[src/rtl/ibex_mem_bridge.sv]
// Merges the Ibex instruction and data OBI ports onto one single-port SPRAM with 1-cycle read latency.
// Define IBEX_MEM_BRIDGE_RANGE_ERR_EN to flag accesses outside the memory window as bus errors.
module ibex_mem_bridge #(
  parameter int unsigned MEM_WORDS = 32768,
  parameter logic [31:0] BASE_ADDR = 32'h0000_0000,
  parameter int unsigned AW        = $clog2(MEM_WORDS)
) (
  input  logic          clk_i,
  input  logic          rst_i,
  input  logic          instr_req_i,
  output logic          instr_gnt_o,
  output logic          instr_rvalid_o,
  input  logic [31:0]   instr_addr_i,
  output logic [31:0]   instr_rdata_o,
  output logic          instr_err_o,
  input  logic          data_req_i,
  output logic          data_gnt_o,
  output logic          data_rvalid_o,
  input  logic          data_we_i,
  input  logic [3:0]    data_be_i,
  input  logic [31:0]   data_addr_i,
  input  logic [31:0]   data_wdata_i,
  output logic [31:0]   data_rdata_o,
  output logic          data_err_o,
  output logic          mem_en_o,
  output logic          mem_we_o,
  output logic [3:0]    mem_be_o,
  output logic [AW-1:0] mem_addr_o,
  output logic [31:0]   mem_wdata_o,
  input  logic [31:0]   mem_rdata_i
);

  localparam logic [1:0] RESP_NONE  = 2'd0;
  localparam logic [1:0] RESP_INSTR = 2'd1;
  localparam logic [1:0] RESP_DATA  = 2'd2;

  logic [1:0] starve_q, starve_d;
  logic [1:0] resp_port_q, resp_port_d;
  logic       resp_we_q, resp_we_d;
  logic       resp_err_q, resp_err_d;
  logic       instr_oor, data_oor, acc_err, any_gnt, rd_ok;
  logic       unused_addr;

  assign unused_addr = ^{instr_addr_i, data_addr_i};

`ifdef IBEX_MEM_BRIDGE_RANGE_ERR_EN
  localparam logic [32:0] MEM_BYTES = 33'(MEM_WORDS) << 2;
  logic [31:0] instr_off, data_off;
  assign instr_off = instr_addr_i - BASE_ADDR;
  assign data_off  = data_addr_i - BASE_ADDR;
  assign instr_oor = ({1'b0, instr_off} >= MEM_BYTES);
  assign data_oor  = ({1'b0, data_off} >= MEM_BYTES);
`else
  assign instr_oor = 1'b0;
  assign data_oor  = 1'b0;
`endif

  // Arbitration: data wins unless instr has lost twice in a row.
  always_comb begin
    instr_gnt_o = 1'b0;
    data_gnt_o  = 1'b0;
    if (!rst_i) begin
      if (instr_req_i && (!data_req_i || starve_q == 2'd2)) begin
        instr_gnt_o = 1'b1;
      end else if (data_req_i) begin
        data_gnt_o = 1'b1;
      end
    end
  end

  assign any_gnt     = instr_gnt_o | data_gnt_o;
  assign acc_err     = instr_gnt_o ? instr_oor : (data_gnt_o & data_oor);
  assign mem_en_o    = any_gnt & ~acc_err;
  assign mem_we_o    = mem_en_o & data_gnt_o & data_we_i;
  assign mem_be_o    = data_gnt_o ? data_be_i : 4'b0000;
  assign mem_addr_o  = instr_gnt_o ? instr_addr_i[AW+1:2] : data_addr_i[AW+1:2];
  assign mem_wdata_o = data_wdata_i;

  always_comb begin
    starve_d = starve_q;
    if (instr_gnt_o || !instr_req_i) begin
      starve_d = 2'd0;
    end else if (data_gnt_o) begin
      starve_d = starve_q + 2'd1;
    end
    resp_port_d = instr_gnt_o ? RESP_INSTR : (data_gnt_o ? RESP_DATA : RESP_NONE);
    resp_we_d   = data_gnt_o & data_we_i;
    resp_err_d  = any_gnt & acc_err;
  end

  always_ff @(posedge clk_i) begin
    if (rst_i) begin
      starve_q    <= 2'd0;
      resp_port_q <= RESP_NONE;
      resp_we_q   <= 1'b0;
      resp_err_q  <= 1'b0;
    end else begin
      starve_q    <= starve_d;
      resp_port_q <= resp_port_d;
      resp_we_q   <= resp_we_d;
      resp_err_q  <= resp_err_d;
    end
  end

  // Response stage: a response due while reset is asserted is dropped.
  assign instr_rvalid_o = ~rst_i & (resp_port_q == RESP_INSTR);
  assign data_rvalid_o  = ~rst_i & (resp_port_q == RESP_DATA);
  assign rd_ok          = ~resp_we_q & ~resp_err_q;
  assign instr_rdata_o  = (instr_rvalid_o && rd_ok) ? mem_rdata_i : 32'h0;
  assign data_rdata_o   = (data_rvalid_o && rd_ok) ? mem_rdata_i : 32'h0;

`ifdef IBEX_MEM_BRIDGE_RANGE_ERR_EN
  assign instr_err_o = instr_rvalid_o & resp_err_q;
  assign data_err_o  = data_rvalid_o & resp_err_q;
`else
  assign instr_err_o = 1'b0;
  assign data_err_o  = 1'b0;
`endif

endmodule

[config.mk]
export PLATFORM = sky130hd
export DESIGN_NAME = ibex_mem_bridge
export DESIGN_NICKNAME = d
export VERILOG_FILES = /design/src/rtl/ibex_mem_bridge.sv
export SDC_FILE = /design/constraint.sdc
export NUM_CORES = 1
export LEC_CHECK = 0
export BUFFER_PORTS_ARGS = -buffer_cell sky130_fd_sc_hd__buf_2
export CAP_MARGIN = 20
export CORE_AREA = 2 2 99 101
export CTS_CLUSTER_SIZE = 20
export DETAILED_ROUTE_END_ITERATION = 10
export DIE_AREA = 0 0 101 103
export GPL_TIMING_DRIVEN = 0
export PLACE_DENSITY = 0.52
export SYNTH_ARGS = -nofsm -noshare
export SYNTH_HDL_FRONTEND = slang
export SYNTH_SLANG_ARGS = --single-unit
export TNS_END_PERCENT = 10
[constraint.sdc]
create_clock -name clk_i -period 4.3 [get_ports clk_i]
set_clock_uncertainty 0.2 [all_clocks]
set_input_delay 0.645 -clock clk_i [delete_from_list [all_inputs] [get_ports clk_i]]
set_output_delay 0.645 -clock clk_i [all_outputs]
set_load 0.1 [all_outputs]
==> impl_summary.txt, run 1 <==
----------------------------------------------------
[Floorplan]
  Top-level port count ... 260
  Row Count ... 36
  Initial Utilization ... 12.4%
  Chip Height ... 103 um
  Horizontal die dimension ... 101 um
  Die area ... 10400 sq um
  Core region area ... 9460 sq um

[Critical path]
  Critical Path RT ... 3.45 ns
  Arrival time at the worst endpoint ... 2.27 ns
  Largest fanout on the critical path ... 10
  Type of destination of the critical path ... output pin
  Startpoint type of the worst setup path ... primary input
  Crit Path Category ... primary input to output pin
  Setup slack of the worst register-to-register path ... 2.82 ns

[Global route]
  Sum of overflow across all layers after global routing ... 0
  Antenna violations before repair ... 0
  GRT Resource Usage Total ... 9.50%
  Via count of the first global-routing pass ... 1599
  Global-route wire length before repair ... 7580 um
  Maximum number of pins on one net before global-route repair ... 11

[Clock tree]
  Maximum level of the CTS H-tree ... 1
  Clock root buffer ... sky130_fd_sc_hd__clkbuf_8
  Inserted Clock Buffers ... 3
  Clock latency of the later-clocked register in the worst-skew pair ... 0.22 ns
  Worst-case clock buffer depth ... 2
  CTS sink count ... 5
  Cells resized by post-CTS repair ... 0
  CTS Hold Bufs ... 0
  Buffers inserted during post-CTS setup optimization ... 0
  Clock transition at the register clock pins on the worst setup and hold paths after CTS ... 0.03 ns
  Clock tree from TritonCTS ... yes

[Placement]
  Post-Place Worst Slack ... 1.13 ns
  Number of buffer cells added on primary ports ... 191
  Detailed placer's ending HPWL ... 5100 um
  Last weighted congestion value of the routability-driven placer ... 0.760

[STA]
  Post-layout min period ... 3.11 ns
  Relative max-transition margin ... 63.0%
  Max-slew violation count ... 0
  Achievable clock frequency ... 322 MHz
  Final worst-path cycle share ... 72.3%
  Setup repair after global routing missed its margin ... no
  Number of failing setup endpoints in the final timing report ... 0
  Setup tns final ... 0 ns
  Slew at the pin with the worst max-slew slack ... 0.554 ns
  Hold Vio Cnt, Final ... 0
  Final setup margin ... 1.19 ns

[Routing]
  Total via count in the routed design ... 1872
  Total length of routed wires ... 5820 um
  Remaining design rule violation count ... 0
  Via/cell ratio ... 4.01
  Detail Route Antenna Nets ... 0
  Wire length per cell after detailed routing ... 12.5 um
  First drt pass iteration count ... 4
  Drt initial violations ... 40

[Yosys]
  Post-synth cell types ... 19
  Post-synthesis register bit count ... 5
  Mean post-synth cell area ... 7.49 sq um
  Count of synthesis-stage warnings from yosys ... 0
  Number of instances in the synthesized netlist ... 157
  Sequential share of the synthesized area ... 8.51%
  Mapped Area ... 1180 sq um

[Pwr]
  Switching Fraction ... 66.1%
  Combinational group share of total power ... 77.7%
  Sequential group share of total power ... 8.1%
  Power Density ... 262 nW/um^2
  Internal power of the cells ... 0.000206 W
  Worst voltage drop across the vdd grid ... 0.000234 V
  Clock network fraction of total power ... 14.3%
  Switching power ... 0.000402 W
  Leakage ... 1.69 nW

[Flow run]
  Number of maximum-capacitance constraint violations ... 0

[Run status]
  Status ... finished clean

[Final layout]
  Number of antenna diodes ... 0
  Fraction of layout instances using a drive strength above 1 ... 70.0%
  Final Net Count ... 492
  Area Growth Syn to Fin ... 97.6%

[Worst hold path]
  Type of the worst min-delay path ... register to register

----------------------------------------------------
[metal layers]
metal	share of wire, %	GRT usage, %	vias up	wire [um]
met2	55	21.0	147	3190
met1	36	9.25	822	2070
met5	0	0	-	0
met3	9.0	1.08	4	525
met4	0.53	1.87	0	31
li1	-	-	899	-
[Yosys cell counts (all sizes together)]
| master | n | area, sq um |
|---|---|---|
| and2 | 6 | 37.5 |
| mux2 | 15 | 199 |
| clkbuf | 12 | 45.0 |
| and3 | 64 | 400 |
| nand2b | 2 | 15.0 |
| buf | 35 | 267 |
| nor2 | 5 | 21.3 |
| dfxtp | 5 | 100 |
| nor2b | 4 | 25.0 |
| or3b | 1 | 8.76 |
| conb | 1 | 3.75 |
| nand3b | 1 | 20.0 |
| ha | 1 | 12.5 |
| a21oi | 2 | 10.0 |
| inv | 3 | 11.3 |
[final timing paths]
kind / start / to / cells past startpoint
setup / recovery: rst_i / instr_rdata_o[0] / 5
hold / removal: starve_q[0] / starve_q[0] / 1
setup reg to reg: starve_q[0] / resp_port_q[0] / 6
hold reg to reg: starve_q[0] / starve_q[0] / 1
[metrics by stage]
stage | hold WS (ns) | area [sq um] | utilization, % | power, W | instances
3_5_place_dp | 0.205 | 2280 | 24.1 | 0.000524 | 463
5_1_grt | 0.223 | 2320 | 24.6 | 0.000630 | 467
2_1_floorplan | 0.191 | 1180 | - | 0.000437 | 158
4_1_cts | 0.210 | 2320 | 24.6 | 0.000612 | 467
6_report | 0.208 | 2320 | 24.6 | 0.000608 | 467
3_3_place_gp | 0.203 | 2280 | 24.1 | 0.000523 | 463
[power groups by stage]
stage | Sequential [W] | Combinational [W] | Clock [W]
floorplan | 0.0000497 | 0.000388 | 0
global placement | 0.0000498 | 0.000473 | 0
detailed placement | 0.0000498 | 0.000474 | 0
CTS | 0.0000492 | 0.000475 | 0.0000883
global route | 0.0000493 | 0.000489 | 0.0000916
finish | 0.0000491 | 0.000472 | 0.0000867
[cells by family (layout without fill, tap and decap cells)]
kind of cell	Yosys count	in the layout	share of synthesized area, %
buffers and inverters	50	245	27.4
adders and majority gates	1	1	1.06
muxes	15	15	16.9
DFF	5	5	8.51
and+or+nand+nor	83	83	44.9
AOI/OAI and AO/OA	2	2	0.851
other	1	2	0.319
[critical path, stage by stage]
cell and delay [ns]:
sky130_fd_sc_hd__buf_2 0.14, sky130_fd_sc_hd__nor2_2 0.38, sky130_fd_sc_hd__clkbuf_1 0.44, sky130_fd_sc_hd__and3_1 0.23
sky130_fd_sc_hd__buf_2 0.43
[sequential cells by signal, summed over array words and instances, names as in the netlist]
signal / count
resp_port_q: 2
resp_we_q: 1
starve_q: 2
[cell usage in the layout (no fill, tap or decap), types with 4 or more instances in the layout]
| cell | instances |
|---|---|
| sky130_fd_sc_hd__clkbuf_1 | 13 |
| sky130_fd_sc_hd__dfxtp_1 | 5 |
| sky130_fd_sc_hd__buf_4 | 34 |
| sky130_fd_sc_hd__nor2b_1 | 4 |
| sky130_fd_sc_hd__nor2_1 | 4 |
| sky130_fd_sc_hd__and2_1 | 6 |
| sky130_fd_sc_hd__and3_1 | 64 |
| sky130_fd_sc_hd__mux2_2 | 7 |
| sky130_fd_sc_hd__mux2_4 | 8 |
| sky130_fd_sc_hd__buf_2 | 191 |
[final cells by class]
| cell class | instances | area (sq um) |
|---|---|---|
| Buffer | 47 | 312 |
| Fill cell | 1062 | 7140 |
| Clock buffer | 4 | 45.0 |
| Tap cell | 114 | 143 |
| Sequential cell | 5 | 100 |
| Inverter | 3 | 11.3 |
| Multi-Input combinational cell | 103 | 757 |
| Timing Repair Buffer | 191 | 956 |
(Power assumes the default switching activity.)
==> run 2, diff against run 1 <==
Settings changed: ABC_AREA from default to 1, CORE_AREA 2 2 99 101 to 2 2 101 103, DIE_AREA 0 0 101 103 to 0 0 103 105.
Clock period 4.3 ns to 2.59 ns, I/O delays scaled along.
==> impl_summary.txt, run 2 <==
----------------------------------------------------
[Run status]
  Status ... finished clean

[Final layout]
  Area taken by flip-flops and latches ... 100 sq um
  Area Growth Syn to Fin ... 132%
  Area of the multi-input gates ... 898 sq um
  Leading cell type in the layout, fill and taps excluded ... sky130_fd_sc_hd__buf_2
  Final Net Count ... 563
  Number of antenna diodes ... 0
  Largest registers ... resp_port_q x2, starve_q x2, resp_we_q x1
  Fraction of layout instances using a drive strength above 1 ... 72.4%
  Fill cells ... 1077
  Highest-count cells in the layout ignoring fill and taps ... 183 x sky130_fd_sc_hd__buf_2, 50 x sky130_fd_sc_hd__nand2_1, 47 x sky130_fd_sc_hd__inv_1
  Utilization of the core after routing ... 28.1%

[Critical path]
  Startpoint type of the worst setup path ... register
  Crit Path Category ... register to output pin
  Launch point of the worst reg-to-reg path ... starve_q[0]
  Arrival time at the worst endpoint ... 1.84 ns
  Largest fanout on the critical path ... 10
  Type of destination of the critical path ... output pin
  Critical Path RT ... 2.00 ns
  Critical Path Start ... starve_q[0]
  Worst Reg2Reg Path Length in Cells ... 7

[Routing]
  Detail Route Antenna Nets ... 0
  Wire length per cell after detailed routing ... 9.42 um
  Drt initial violations ... 16
  Remaining design rule violation count ... 0
  Total via count in the routed design ... 1959
  Via/cell ratio ... 3.52
  Total length of routed wires ... 5250 um
  First drt pass iteration count ... 4

[Global route]
  Met3 global-route usage ... 2.34%
  Met2 Track Usage GR ... 18.1%
  Via count of the first global-routing pass ... 1712
  Global-route wire length before repair ... 7320 um
  Maximum number of pins on one net before global-route repair ... 11
  Antenna violations before repair ... 0
  GRT Resource Usage Total ... 8.34%
  GR Layer Usage met1 ... 6.76%
  Sum of overflow across all layers after global routing ... 0
  Layer with the highest usage ... met2

[STA]
  Final worst-path cycle share ... 93.8%
  Max-slew violation count ... 0
  Achievable clock frequency ... 412 MHz
  Setup repair after global routing missed its margin ... no
  Hold Vio Cnt, Final ... 0
  Number of failing setup endpoints in the final timing report ... 0
  Post-layout min period ... 2.43 ns

[Clock tree]
  Maximum level of the CTS H-tree ... 1
  Clock latency of the later-clocked register in the worst-skew pair ... 0.22 ns
  CTS sink count ... 5
  Inserted Clock Buffers ... 3
  Clock tree from TritonCTS ... yes
  Clock transition at the register clock pins on the worst setup and hold paths after CTS ... 0.03 ns
  Clock root buffer ... sky130_fd_sc_hd__clkbuf_8
  Worst-case clock buffer depth ... 2

[Yosys]
  Fraction of synthesis flops using an asynchronous set or reset pin ... 0%
  Top FF cell, synth ... sky130_fd_sc_hd__dfxtp_1
  Number of synthesized flops with an enable pin ... 0
  Cell type with the largest total area after synthesis ... sky130_fd_sc_hd__buf_4
  Post-synth cell types ... 19
  Mapped Area ... 1170 sq um
  Share of the synthesized area in the top cell type ... 23.2%
  Post-synthesis register bit count ... 5
  Count of synthesis-stage warnings from yosys ... 0
  Cells taking the most area after synthesis ... sky130_fd_sc_hd__buf_4 23%, sky130_fd_sc_hd__nor2_1 22%, sky130_fd_sc_hd__nand2_1 16%, sky130_fd_sc_hd__inv_1 15%, sky130_fd_sc_hd__dfxtp_1 8.6%
  Mean post-synth cell area ... 5.11 sq um
  Post-synth top cells ... 67 x sky130_fd_sc_hd__nor2_1, 50 x sky130_fd_sc_hd__nand2_1, 47 x sky130_fd_sc_hd__inv_1
  Number of instances in the synthesized netlist ... 228
  Sequential share of the synthesized area ... 8.58%
  Most numerous cell in the Yosys netlist ... sky130_fd_sc_hd__nor2_1

[Floorplan]
  Horizontal die dimension ... 103 um
  Core region area ... 9640 sq um
  Initial Utilization ... 12.1%
  Die area ... 10800 sq um
  Chip Height ... 105 um
  Top-level port count ... 260
  Row Count ... 36

[Pwr]
  Worst voltage drop across the vdd grid ... 0.000330 V
  Total Power Consumption ... 0.00107 W
  Sequential group share of total power ... 7.7%
  Switching power ... 0.000722 W
  Switching Fraction ... 67.7%
  Power Density ... 395 nW/um^2
  Combinational group share of total power ... 78.7%
  Leakage ... 1.73 nW
  Clock network fraction of total power ... 13.6%
  Internal power of the cells ... 0.000345 W

[Placement]
  Detailed placer's ending HPWL ... 4800 um
  Number of buffer cells added on primary ports ... 191
  Last weighted congestion value of the routability-driven placer ... 0.739

[Flow run]
  Number of maximum-capacitance constraint violations ... 0

[Worst hold path]
  Hold-critical path depth ... 3
  Worst hold path startpoint ... data_we_i
  Type of the worst min-delay path ... primary input to register

----------------------------------------------------
-- run 2: cell count changes after synthesis, moves of 7 or more --
cell                       change
sky130_fd_sc_hd__and3_1       -64
sky130_fd_sc_hd__clkbuf_1     -12
sky130_fd_sc_hd__inv_1        +44
sky130_fd_sc_hd__mux2_2        -7
sky130_fd_sc_hd__mux2_4        -8
sky130_fd_sc_hd__nand2_1      +50
sky130_fd_sc_hd__nor2_1       +63
-- run 2: kinds of logic after synthesis --
| logic type | Yosys count | share of synthesized area, % |
|---|---|---|
| compound gates | 1 | 0.429 |
| xor+xnor | 1 | 0.751 |
| fa+ha+maj | 1 | 1.07 |
| buf+inv | 91 | 44.2 |
| flops | 5 | 8.58 |
| other cells | 1 | 0.322 |
| simple gates | 128 | 44.6 |
-- run 2: metrics by stage --
step | hold WS, ns | cells | cell area, sq um | setup WS [ns] | TNS [ns]
after global placement | 0.382 | 553 | 2640 | 0.300 | 0
after CTS | 0.212 | 557 | 2680 | 0.0235 | 0
after floorplan | 0.323 | 229 | 1510 | -0.179 | -7.94
final | 0.215 | 557 | 2700 | 0.161 | 0
after detailed placement | 0.386 | 553 | 2640 | 0.279 | 0
after global routing | 0.222 | 557 | 2700 | 0.00217 | 0
-- run 2: layer usage --
metal | wire [um] | up-vias
li1 | - | 992
met1 | 1640 | 807
met2 | 2820 | 152
met3 | 721 | 8
met4 | 68 | 0
met5 | 0 | -
-- run 2: power groups by stage --
stage          Clock, W  Combinational, W  Sequential, W
2_1_floorplan         0          0.000703      0.0000834
3_3_place_gp          0          0.000836      0.0000837
3_5_place_dp          0          0.000839      0.0000838
4_1_cts        0.000150          0.000840      0.0000826
5_1_grt        0.000156          0.000873      0.0000828
6_report       0.000145          0.000840      0.0000826
-- run 2: path summary, 6_finish.rpt --
kind | end | slack [ns]
setup / recovery | mem_addr_o[10] | 0.16
hold / removal | resp_we_q | 0.22
setup reg to reg | resp_port_q[0] | 1.11
hold reg to reg | starve_q[0] | 0.39
-- run 2: area by class of cell --
| type | instances | area share, % |
|---|---|---|
| clock buffer | 4 | 1.67 |
| buffer | 42 | 12.3 |
| inverter | 49 | 6.80 |
| tap | 133 | 6.15 |
| timing repair buffer | 191 | 36.2 |
| sequential | 5 | 3.70 |
| multi-input combinational | 133 | 33.2 |
-- run 2: what timing repair did --
item | 4_1_cts | 5_1_grt
gates resized for setup | 0 | 9
buffers inserted | 0 | 0
setup endpoints to repair | 0 | 9
hold buffers | 0 | 0
-- run 2: worst max-delay path: stages, from the launching register on --
cell	delay, ns
sky130_fd_sc_hd__dfxtp_1	0.34
sky130_fd_sc_hd__inv_1	0.05
sky130_fd_sc_hd__ha_1	0.20
sky130_fd_sc_hd__inv_1	0.06
sky130_fd_sc_hd__nand2_1	0.09
sky130_fd_sc_hd__nand3_4	0.13
sky130_fd_sc_hd__buf_2	0.24
sky130_fd_sc_hd__nand2_1	0.11
sky130_fd_sc_hd__nand2_1	0.08
sky130_fd_sc_hd__clkbuf_4	0.32
